[src/rtl/pipe_pkg.sv]
// Shared constants and helpers for the pipeline register chain.
// Mode selectors and the occupancy counter width.
package pipe_pkg;

  localparam bit PIPE_LOCKSTEP = 1'b0;
  localparam bit PIPE_ELASTIC  = 1'b1;

  function automatic int count_w(input int depth);
    return $clog2(depth + 1);
  endfunction

endpackage

[src/rtl/pipe_stage.sv]
// One pipeline register: valid bit plus payload.
// Loads from upstream on load, otherwise holds minus any flush.
module pipe_stage #(
  parameter int WIDTH = 32
) (
  input  logic             clk,
  input  logic             reset,
  input  logic             load,
  input  logic             up_valid,
  input  logic [WIDTH-1:0] up_data,
  input  logic             flush,
  output logic             valid,
  output logic [WIDTH-1:0] data
);

  // Valid/data register; a held stage drops its item when flushed.
  always_ff @(posedge clk) begin
    if (reset) begin
      valid <= 1'b0;
      data  <= '0;
    end else if (load) begin
      valid <= up_valid;
      data  <= up_data;
    end else begin
      valid <= valid & ~flush;
    end
  end

endmodule

[src/rtl/pipe_reg_chain.sv]
// DEPTH-stage register chain with valid/ready at both ends.
// Elastic mode collapses bubbles; lockstep advances as one unit.
module pipe_reg_chain
  import pipe_pkg::*;
#(
  parameter int DEPTH   = 4,
  parameter int WIDTH   = 32,
  parameter bit ELASTIC = PIPE_ELASTIC
) (
  input  logic                      clk,
  input  logic                      reset,
  input  logic                      in_valid,
  output logic                      in_ready,
  input  logic [WIDTH-1:0]          in_data,
  output logic                      out_valid,
  input  logic                      out_ready,
  output logic [WIDTH-1:0]          out_data,
  input  logic [DEPTH-1:0]          flush,
  output logic [count_w(DEPTH)-1:0] count
);

  localparam int CW = count_w(DEPTH);

  logic [DEPTH-1:0] valid;
  logic [DEPTH-1:0] ev;
  logic [DEPTH-1:0] load;
  logic [DEPTH-1:0] up_valid;
  logic [DEPTH-1:0] nv;
  logic [WIDTH-1:0] data    [DEPTH];
  logic [WIDTH-1:0] up_data [DEPTH];
  logic             head_rdy;
  logic [CW-1:0]    pc;

  assign ev = valid & ~flush;

  for (genvar i = 0; i < DEPTH; i++) begin : g_stage
    if (i == 0) begin : g_head
      assign up_valid[i] = in_valid;
      assign up_data[i]  = in_data;
    end else begin : g_body
      assign up_valid[i] = ev[i-1];
      assign up_data[i]  = data[i-1];
    end

    pipe_stage #(
      .WIDTH(WIDTH)
    ) u_stage (
      .clk     (clk),
      .reset   (reset),
      .load    (load[i]),
      .up_valid(up_valid[i]),
      .up_data (up_data[i]),
      .flush   (flush[i]),
      .valid   (valid[i]),
      .data    (data[i])
    );
  end

  if (ELASTIC == PIPE_ELASTIC) begin : g_el
    logic [DEPTH:0] rdy;
    assign rdy[DEPTH] = out_ready;
    for (genvar i = 0; i < DEPTH; i++) begin : g_rdy
      assign rdy[i] = ~ev[i] | rdy[i+1];
    end
    assign load     = rdy[DEPTH-1:0];
    assign head_rdy = rdy[0];
  end else begin : g_ls
    logic adv;
    assign adv      = ~ev[DEPTH-1] | out_ready;
    assign load     = {DEPTH{adv}};
    assign head_rdy = adv;
  end

  assign in_ready  = head_rdy & ~reset;
  assign out_valid = ev[DEPTH-1] & ~reset;
  assign out_data  = data[DEPTH-1];

  assign nv = (load & up_valid) | (~load & ev);

  // Population count of the next-state valid vector.
  always_comb begin
    pc = '0;
    for (int i = 0; i < DEPTH; i++) begin
      pc = pc + CW'(nv[i]);
    end
  end

  // Occupancy register tracks the valid bits of the next cycle.
  always_ff @(posedge clk) begin
    if (reset) count <= '0;
    else       count <= pc;
  end

endmodule

[config.mk]
export PLATFORM = sky130hd
export DESIGN_NAME = pipe_reg_chain
export DESIGN_NICKNAME = d
export VERILOG_FILES = /design/src/rtl/pipe_pkg.sv /design/src/rtl/pipe_stage.sv /design/src/rtl/pipe_reg_chain.sv
export SDC_FILE = /design/constraint.sdc
export NUM_CORES = 1
export LEC_CHECK = 0
export ABC_AREA = 1
export BUFFER_PORTS_ARGS = -buffer_cell sky130_fd_sc_hd__buf_2
export CAP_MARGIN = 15
export CORE_ASPECT_RATIO = 1.25
export CORE_MARGIN = 2
export CORE_UTILIZATION = 45
export DETAILED_ROUTE_END_ITERATION = 7
export PLACE_DENSITY = 0.62
export SYNTH_ARGS = -nofsm -noshare
export SYNTH_HDL_FRONTEND = slang
export SYNTH_SLANG_ARGS = --single-unit
export TNS_END_PERCENT = 100
[constraint.sdc]
create_clock -name clk -period 2.85 [get_ports clk]
set_input_delay 0.1425 -clock clk [delete_from_list [all_inputs] [get_ports clk]]
set_output_delay 0.1425 -clock clk [all_outputs]
set_load 0.05 [all_outputs]
# Yosys cells after proc, flatten, opt, wreduce, memory -nomap -nowiden

Cells that the tools add are included.

Bits in registers: 135
Latch bits: 0
Logic and storage cells: 41
Input bits: 40
Memory bits (read-only): 0
RAM bits: 0
Output and inout port bits: 37
Memories: 0

Multiply operators: 0
Muxes and demuxes: 4
Shifts and indexed selects: 0
Add/sub/neg operators: 3
Divide/modulo/power cells: 0
Equality and inequality tests: 0
Magnitude comparators: 0
Reductions and logical operators: 0
Bitwise operators: 25

Operators by type and width:

| cell          | count |
|---|---|
| $and A4 B4 Y4 | 3 |
| $not A1 Y1    | 9 |
| $not A4 Y4    | 2 |
| $and A1 B1 Y1 | 6 |
| $mux W1       | 4 |
| $or A1 B1 Y1  | 4 |
| $or A4 B4 Y4  | 1 |
| $add A2 B1 Y3 | 1 |
| $add A3 B1 Y3 | 1 |
| $add A1 B1 Y2 | 1 |

# Depth between registers and ports, before layout

Depth in word-level cells: 13
Depth in mapped cells: 11
Gate-level depth less buffers: 10

# By module

Synthesis repeated with hierarchy kept, for this count alone.

Cell total of the unflattened synthesis: 623
Area total of the unflattened synthesis: 4901.0 um^2

By module, submodules not included:

| module         | area an instance (um^2) | times used | seq. area each (um^2) | cells each |
|---|---|---|---|---|
| pipe_stage     | 1151.1                  | 4          | 660.6                 | 146 |
| pipe_reg_chain | 296.5                   | 1          | 60.1                  | 39 |

# Worst setup path before layout

Ideal clock, no wire load.

Path kind: register to register
Start: register g_stage[0].u_stage.valid
End: register count[1]
Library setup time: 0.128 ns
Arrival time: 1.956 ns
Clock period less this slack: 2.084 ns
Path buffers: 1
Required time: 2.722 ns
Stages on the path, launching flop included: 11
Path slack: 0.766 ns
Path through: dfxtp_1 > inv_1 > nor2_2 > clkbuf_1 > inv_1 > nand2_1 > fa_1 > ha_1 > ha_1 > inv_1 > nor2_1

Longest elaborated chain between the ends: 9
Elaborated cells on any way between the ends: 10
Those cells by class: add/sub (3); bitwise (7)

RTL lines:

| what                   | line                 | RTL |
|---|---|---|
| from (decl)            | pipe_stage.sv:12     | `output logic valid,` |
| from (signal assigned) | pipe_stage.sv:22     | `valid <= up_valid;` |
| from (signal assigned) | pipe_stage.sv:25     | `valid <= valid & ~flush;` |
| $and A4 B4 Y4 *        | pipe_reg_chain.sv:34 | `assign ev = valid & ~flush;` |
| $not A1 Y1             | pipe_reg_chain.sv:63 | `assign rdy[i] = ~ev[i] \| rdy[i+1];` |
| $or A1 B1 Y1           | pipe_reg_chain.sv:63 |  |
| $not A4 Y4             | pipe_reg_chain.sv:78 | `assign nv = (load & up_valid) \| (~load & ev);` |
| $and A4 B4 Y4          | pipe_reg_chain.sv:78 |  |
| $or A4 B4 Y4 *         | pipe_reg_chain.sv:78 |  |
| $add A1 B1 Y2 *        | pipe_reg_chain.sv:84 | `pc = pc + CW'(nv[i]);` |
| $add A2 B1 Y3 *        | pipe_reg_chain.sv:84 |  |
| $add A3 B1 Y3 *        | pipe_reg_chain.sv:84 |  |
| via pc[1]              | pipe_reg_chain.sv:32 | `logic [CW-1:0] pc;` |
| to (signal assigned)   | pipe_reg_chain.sv:91 | `else count <= pc;` |
| to (decl)              | pipe_reg_chain.sv:19 | `output logic [count_w(DEPTH)-1:0] count` |

The timed path passes the listed nets; every way through them passes the cells marked *.
A chain may end at the register's enable or synchronous reset.

# Final worst setup path

Start: register g_stage[3].u_stage.valid
End: register count[1]

Longest elaborated chain between the ends: 12
Elaborated cells on any way between the ends: 13
Those cells by class: add/sub (3); bitwise (10)

RTL lines:

| what                      | line |
|---|---|
| from (decl)               | pipe_stage.sv:12 |
| from (signal assigned)    | pipe_stage.sv:22 |
| from (signal assigned)    | pipe_stage.sv:25 |
| $and A4 B4 Y4 *           | pipe_reg_chain.sv:34 |
| $not A1 Y1                | pipe_reg_chain.sv:63 |
| $or A1 B1 Y1 (4 in a row) | pipe_reg_chain.sv:63 |
| $not A4 Y4                | pipe_reg_chain.sv:78 |
| $and A4 B4 Y4             | pipe_reg_chain.sv:78 |
| $or A4 B4 Y4 *            | pipe_reg_chain.sv:78 |
| $add A1 B1 Y2             | pipe_reg_chain.sv:84 |
| $add A2 B1 Y3             | pipe_reg_chain.sv:84 |
| $add A3 B1 Y3 *           | pipe_reg_chain.sv:84 |
| via pc[1]                 | pipe_reg_chain.sv:32 |

Marked as above.

==> results.yml <==
synth:
  synth_top_family_by_area: "simple AND/OR/NAND/NOR gates"
  synthAdderAreaFrac_pct: 0.786
  syn_nets: 812
  synthCells: 769
  synthTopCellsByArea: "dfxtp_1, nand2_1, inv_1"
  seq_area_frac_synth_pct: 47.2
  synth_edf_count: 0
  muxShareOfSynthArea_pct: 0
  syn_avg_cell_area_um2: 7.45
  synthXorXnorAreaFrac_pct: 0
  synth_ff_type: "dfxtp_1"
  synth_compound_area_share_pct: 8.73
  yosys.area.top_type: "dfxtp_1"
  synthTopCellsByCount: "nand2_1, dfxtp_1, inv_1"
  synth-simple-area-share_pct: 27.2
  syn_area_mm2: 0.00573
  yosys_warnings: 0
  synth_most_common_cell: "nand2_1"
  ys_async_sr_fraction_pct: 0
  synth-seq-cells: 135
  ys_types: 24
  synth_top_area_share_pct: 47.2
clocking:
  htreeDepth: 4
  cts_resized: 0
  cts_root_buf: "clkbuf_16"
  clock_latency_ns: 0.40
  clk_pin_slew_worst_paths_ns: 0.05
  numCtsBuffers: 17
  clk_path_buf_depth: 2
  cts_tree: "yes"
  clock_sinks: 135
  cts_hold_buf: 0
  cts_setup_buffers: 0
worst_setup_path:
  required_ns: 3.11
  worst_setup_path_end_kind: "register"
  cp_slowest_cell: "fa_1"
  crit_start: "g_stage[3].u_stage.valid"
  arrival_ns: 2.47
  path_common_cell: "ha_1"
  crit_chain: "nand3_4 > nor2_8 > nand2_2 > nand2_1 > fa_1 > ha_1 > ha_1 > inv_1 > nor2_1"
  cp_top_family: "adder cells"
  path_class: "reg2reg"
  crit_fanout: 35
  start_kind: "register"
  slowest_delay_ns: 0.42
  r2r_start: "g_stage[3].u_stage.valid"
  cp_num_buf_inv: 1
route:
  vias_per_cell: 4.47
  dr.pass1.iters: 5
  post_drt_wl_per_cell_um: 10.9
  antenna_left: 0
  routed_wl_um: 10600
  vias: 4337
  drtIter0Drc: 308
  drcViolationCount: 0
final_layout:
  syn_to_final_growth_pct: 11.7
  diodes: 0
  drive_above_1_share_pct: 17.6
  finalNetCount: 834
  fin_area_mm2: 0.00640
timing:
  slew_violations: 0
  fmax_ghz: 0.451
  finalClockSkew_ns: 0.00809
  setup-violations-final: 0
  rsz0062_at_grt: "no"
  timing.setup.tns_ns: 0
  tightestPinTransition_ns: 0.951
  min_period_over_period_pct: 77.7
  final_hold_viol_count: 0
  fin_crit_ns: 2.22
  relSlewSlack_pct: 36.6
die:
  die_height_um: 130
  fp.dieArea_mm2: 0.0137
  core-area_mm2: 0.0125
  ios: 77
  initial_core_util_pct: 45.7
  die_w_um: 105
  std_cell_rows: 46
power_and_ir_drop:
  p_seq_share_pct: 48.4
  power.density_mw_per_mm2: 641
  power.switching_mw: 0.886
  p_leak_nw: 3.17
  switching_share_pct: 21.6
  total_power_mw: 4.11
  ir_worst_vdd_mv: 0.361
  internal_power_mw: 3.22
  clkPwrFrac_pct: 46.1
  power_frac_comb_pct: 5.5
place:
  port_buffers: 76
  hpwl_um: 6910
  dpl-instance-area_mm2: 0.00588
  place.gp.congestion: 0.710
outcome:
  outcome: "complete, no violations"
hold_path:
  worstHoldStart: "in_data[22]"
  min_path_type: "in2reg"
grt:
  antenna_found_initial: 0
  track_usage_pct: 16.4
  grt_pass1_vias: 4114
  grt_overflow: 0
  grt_max_degree: 97
  grt_pass1_wl_um: 18600
run:
  drv_cap: 0
[power groups by stage]
stage | clock network [mW] | registers (mW) | logic [mW]
floorplan | 0 | 2.02 | 0.170
finish | 1.89 | 1.99 | 0.225
detailed placement | 0 | 2.03 | 0.227
CTS | 1.93 | 1.99 | 0.228
global placement | 0 | 2.03 | 0.225
global route | 2.03 | 2.00 | 0.261
[cell families after synthesis]
family / count (synthesis)
DFF: 135
and+or+nand+nor: 338
AOI/OAI and AO/OA: 100
adders and majority gates: 3
buffers and inverters: 193
[routing by layer]
metal  track usage, %  vias to the layer above  wire (µm)
met2             25.3                      104       4510
met4             6.59                        0        105
met1             22.5                     1841       5500
li1                 -                     2386          -
met3             3.60                        6        473
met5                0                        -          0
[cell usage in the layout, fill, tap and decap left out]
cell type	n
nand4_4	1
nor2_2	1
nor2_8	1
buf_2	76
ha_1	2
nand2_1	167
nand3_4	1
nand4_1	32
nand3_2	21
nor2_1	100
a21oi_1	68
buf_4	9
clkbuf_8	4
clkbuf_1	5
dfxtp_1	135
o21ai_0	32
inv_1	108
nand2_2	1
nor2_4	2
nand3_1	11
clkinv_2	4
clkbuf_16	17
fa_1	1
inv_2	3
[layout make-up]
cell class | instances | area (µm²)
clock inverters | 4 | 20.0
inverters | 111 | 417
flip-flops and latches | 135 | 2700
multi-input cells | 441 | 2110
well taps | 168 | 210
clock buffers | 26 | 499
repair buffers | 85 | 448
fillers | 1299 | 6140
[registers in the layout (all words and copies together) (netlist names)]
register               count
count                      3
g_stage.u_stage.valid      4
g_stage.u_stage.data     128
[stage by stage]
stage / hold WS (ns) / util, % / setup WS, ns / instances
6_report: 0.0295 / 51.0 / 0.635 / 970
5_1_grt: 0.0279 / 51.0 / 0.428 / 970
4_1_cts: 0.0195 / 51.0 / 0.609 / 970
3_5_place_dp: 0.444 / 46.9 / 0.620 / 940
3_3_place_gp: 0.438 / 46.9 / 0.682 / 940
2_1_floorplan: 0.297 / - / 0.766 / 769
[final timing paths]
path,to,slack [ns],cells after the start
worst max-delay path,count[1],0.63,9
worst min register to register,g_stage[3].u_stage.data[0],0.46,2
worst max register to register,count[1],0.63,9
worst min-delay path,g_stage[0].u_stage.data[22],0.03,5
[worst register-to-register path, stage by stage (launching register included)]
cell and delay, ns:
dfxtp_1 0.38, nand3_4 0.33, nor2_8 0.23, nand2_2 0.07
nand2_1 0.09, fa_1 0.42, ha_1 0.21, ha_1 0.26
inv_1 0.05, nor2_1 0.03
Power figures use the tool's default switching activity.
